[config.mk]
export PLATFORM = sky130hd
export DESIGN_NAME = dpram_sc
export DESIGN_NICKNAME = d
export VERILOG_FILES = /design/src/rtl/dpram_sc_pkg.sv /design/src/rtl/dpram_sc.sv
export SDC_FILE = /design/constraint.sdc
export NUM_CORES = 1
export LEC_CHECK = 0
export BUFFER_PORTS_ARGS = -buffer_cell sky130_fd_sc_hd__buf_2
export CAP_MARGIN = 20
export CORE_MARGIN = 2
export CORE_UTILIZATION = 56
export DETAILED_ROUTE_END_ITERATION = 16
export PLACE_DENSITY_LB_ADDON = 0.08
export SLEW_MARGIN = 15
export SYNTH_ARGS = -nofsm -noshare
export SYNTH_HDL_FRONTEND = slang
export SYNTH_SLANG_ARGS = --single-unit
[constraint.sdc]
create_clock -name clk -period 1.7 [get_ports clk]
set_input_delay 0 -clock clk [delete_from_list [all_inputs] [get_ports clk]]
set_output_delay 0 -clock clk [all_outputs]
set_load 0.02 [all_outputs]
[src/rtl/dpram_sc_pkg.sv]
// Shared defaults for the small single-clock RAM tables used across the decoder.
package dpram_sc_pkg;

  localparam int unsigned DEF_ADDR_WIDTH = 6;
  localparam int unsigned DEF_DTA_WIDTH  = 8;

endpackage

[src/rtl/dpram_sc.sv]
// Single-clock simple dual-port RAM: one write port, one registered read port (read-first).
module dpram_sc
  import dpram_sc_pkg::*;
#(
  parameter int unsigned addr_width = DEF_ADDR_WIDTH,
  parameter int unsigned dta_width  = DEF_DTA_WIDTH
) (
  input  logic                  clk,
  input  logic                  rst,
  input  logic                  wr_en,
  input  logic [addr_width-1:0] wr_addr,
  input  logic [dta_width-1:0]  din,
  input  logic                  rd_en,
  input  logic [addr_width-1:0] rd_addr,
  output logic [dta_width-1:0]  dout
);

  localparam int unsigned depth = 1 << addr_width;

  logic [dta_width-1:0] mem [0:depth-1];

  // Writes are not gated by reset so the array maps onto block RAM unchanged.
  always_ff @(posedge clk) begin
    if (wr_en)
      mem[wr_addr] <= din;
  end

  // Separate read process; non-blocking update gives read-first on address collision.
  always_ff @(posedge clk) begin
    if (!rst)
      dout <= '0;
    else if (rd_en)
      dout <= mem[rd_addr];
  end

endmodule

======== Word-level counts from Yosys, hierarchy flattened ========
Memory sizes are Yosys's and may differ from the RTL's. A register that Yosys moved wholly into a read port is not among the register bits.
Index checks and enable logic that the tools add are counted.
W data, S select, Z words.
word-level totals
  input bits .............................. 24
  output and inout port bits .............. 8
  memory bits (writable) .................. 512
  memories kept ........................... 1
  bits in registers ....................... 0
memory list
  memory  words  bits a word  read ports  clocked after Yosys merged registers in  wr ports  line            source
  mem     64     8            1           1                                        1         dpram_sc.sv:20  logic [dta_width-1:0] mem [0:depth-1];
operators by class
  reduce and logical (&&, ||, !) cells .... 1
  multiplexer cells ....................... 2
operator list
  kind              count
  $mux W1           2
  $logic_not A1 Y1  1

======== Longest topological paths before layout ========
  depth after elaboration ................. 2
  mapped depth ............................ 9
  gate-level depth less buffers ........... 5

======== Least setup slack after synthesis ========
OpenSTA, ideal clock, no wires.
  path type ............................... in2reg
  from .................................... input wr_addr[5]
  to ...................................... memory mem[48][0] (netlist bit), enable pin
  stages on the path ...................... 4
  arrival ................................. 1.277 ns
  path buffers ............................ 1
  library setup time ...................... 0.383 ns
  path slack .............................. 0.040 ns
  cell sequence ........................... clkbuf_1 -> nand3_1 -> or3_1 -> nor3_1
RTL lines
  what             line            source
  start, declared  dpram_sc.sv:11  input logic [addr_width-1:0] wr_addr,
  end, declared    dpram_sc.sv:20
No word-level cell before the write port.

==> flow_summary.yaml <==
status:
  status: "finished with violations"
  violations: "negative setup slack"
final_layout:
  final_nets: 1285
  final_cell_count_no_fill: 1760
  fin_util_pct: 68.6
  syn_to_final_growth_pct: 20.4
  fill_cells: 2301
  n_antenna_cell: 0
  drive_above_1_share_pct: 33.4
routing:
  drtPass1Iterations: 8
  avgRoutedWirePerCell_um: 26.9
  drc_errors: 0
  first_iter_violations: 1000
  wl_um: 47300
  vias_per_cell: 6.15
  ant_nets: 0
  via_count: 10800
sta:
  fmax_mhz: 553
  rsz0062_at_grt: "yes"
  setup_viol: 3
  hold_violations: 0
  fin_skew_ps: 9.02
  fin_worst_hold_slack_ps: 40.1
  fin_crit_ps: 1810
  final.setup.worst_slack_ps: -110
  worstMarginPinSlew_ps: 1170
  fin_crit_sh_pct: 106
  slew_headroom_pct: 22.0
  drv_slew: 0
floorplan:
  initial_utilization_pct: 57.0
  num_rows: 69
  io_pins: 32
  die_area_mm2: 0.0379
  die_x_um: 195
  core-area_mm2: 0.0357
  die_h_um: 195
clocking:
  htree_levels: 2
  clk_pin_slew_ps: 60
  clkSinkCount: 520
  cts_buffers: 50
  clock_path_buffers: 3
  cts_tree: "built"
  insertion_delay_ps: 560
  cts-root-buf: "clkbuf_16"
logic_synthesis:
  synth_nets: 1068
  netlist.area_leader.share_pct: 75.6
  avgSynthCellArea_um2: 19.5
  ys_warn_count: 0
  ys_types: 34
  postSynthCellCount: 1044
  synth_area_mm2: 0.0203
  seq_area_frac_synth_pct: 76.4
  yosys_register_bits: 520
  synth_area_leaders: "edfxtp_1 (76%), mux4_2 (6.3%), mux2i_1 (3.1%)"
  synth_top_cell_by_area: "edfxtp_1"
worst_setup_path:
  critPathKind: "register to register"
  crit_required_ps: 2120
  r2r_cells: 4
  cp.arrival_ps: 2230
  timing.rr.end: "dout[2]"
  r2r-start: "mem[14][2]"
  crit_fanout: 1
  cp-start-kind: "register"
  crit_path_end_kind: "register"
  r2r_slack_ps: -110
place:
  dp.cells: 1669
  dp_slack_ps: -635
  io_buffer_count: 31
  dpl.hpwl_um: 29600
  gp_congestion: 0.845
grt:
  grt_max_degree: 65
  track_usage_pct: 25.1
  grt-ovfl-total: 0
  antenna_found_initial: 2
  first_global_vias: 10700
  grt_pass1_wl_um: 69100
worst_hold_path:
  hold_class: "primary input to register"
  hold_end: "mem[49][4]"
  hold_start: "wr_addr[1]"
  hold_depth: 3
run:
  maxCapViolations: 0
power_and_ir_drop:
  power.density_mw_per_mm2: 1080
  p_leak_nw: 8.18
  vdd_drop_max_mv: 0.992
-- flip-flops by register name, indices dropped and copies added (netlist names) --
name and flops:
mem 512, dout 8
-- how the worst max path moves through the flow --
stage | from | to | slack, ps | cells after the start
4_1_cts | mem[11][2] | dout[2] | -100 | 4
3_3_place_gp | rd_addr[0] | dout[5] | -580 | 7
2_1_floorplan | wr_addr[5] | mem[48][0] | 40 | 4
6_report | mem[14][2] | dout[2] | -110 | 4
5_1_grt | mem[11][2] | dout[2] | -130 | 4
3_5_place_dp | rd_addr[0] | dout[5] | -630 | 7
-- cells in the mapped netlist (all sizes together) --
cell,instances
nand3,7
nand2,10
nand3b,11
a22o,48
buf,38
dfxtp,8
o22ai,16
edfxtp,512
mux4,64
nand4,1
or3,2
nor2b,37
or3b,1
nor4,16
a211oi,32
nor2,69
a2111oi,32
nor3,2
mux2i,64
or2,1
nor3b,1
clkbuf,26
nand2b,5
and3,1
mux2,32
o221ai,8
-- placed cells by master (no fill, tap or decap), types with 8 or more instances in the layout --
master,synthesis,layout
a2111oi_0,31,8
mux2i_1,64,63
nor2_1,69,68
clkinv_2,0,8
a2111oi_2,0,9
nor4_4,0,11
dfxtp_1,8,8
edfxtp_1,512,512
clkbuf_16,0,53
buf_4,8,178
buf_2,19,29
clkinv_1,0,13
nand3b_1,11,11
clkbuf_1,25,13
nor2b_1,37,37
o22ai_2,0,8
a211oi_1,32,31
mux2_2,32,28
a22o_1,48,44
o221ai_1,8,8
buf_12,3,16
a2111oi_1,1,8
mux4_2,57,61
nand2_1,10,10
-- per-layer routing --
layer	GRT usage (%)	routed length, µm	up-vias
met4	6.89	1090	4
met5	0	27	-
met3	4.22	2990	75
met2	39.5	22600	404
li1	-	-	4758
met1	37.1	20600	5578
-- worst max-delay path: stages, from the launching register on --
cell and delay, ps:
edfxtp_1 360, mux4_2 490, a22o_1 280, nor4_4 380, o221ai_1 160
-- cell type report --
class	instances	area, µm²	area share, %
Tap cell	461	577	2.36
Sequential cell	520	15500	63.5
Clock buffer	66	1380	5.62
Multi-Input combinational cell	460	4970	20.3
Clock inverter	24	156	0.639
Timing Repair Buffer	229	1870	7.63
-- power by group --
part	total [mW]	leakage, nW	switching (mW)	internal (mW)
clock	10.4	0.749	4.44	5.96
sequential	14.2	4.67	0.0457	14.2
combinational	1.71	2.76	0.997	0.714
-- per-stage QoR --
| step | total power [mW] | cell area (µm²) | TNS (ps) |
|---|---|---|---|
| floorplan | 15.2 | 20300 | 0 |
| global placement | 16.0 | 22400 | -4230 |
| detailed placement | 16.0 | 22400 | -4490 |
| CTS | 26.4 | 24200 | -210 |
| global route | 27.1 | 24500 | -483 |
| finish | 26.3 | 24500 | -141 |
-- logic make-up after synthesis --
group / share of synthesized area, %
DFF: 76.4
and+or+nand+nor: 4.16
muxes: 12.1
AOI/OAI and AO/OA: 5.47
buffers and inverters: 1.85
-- what timing repair did --
action,in CTS,in global routing
pin swaps,15,15
resized for setup,62,41
hold buffers,4,0
endpoints found under the setup margin,8,8
hold endpoints to repair,24,0
setup buffers,0,0
Power figures use the tool's default switching activity.
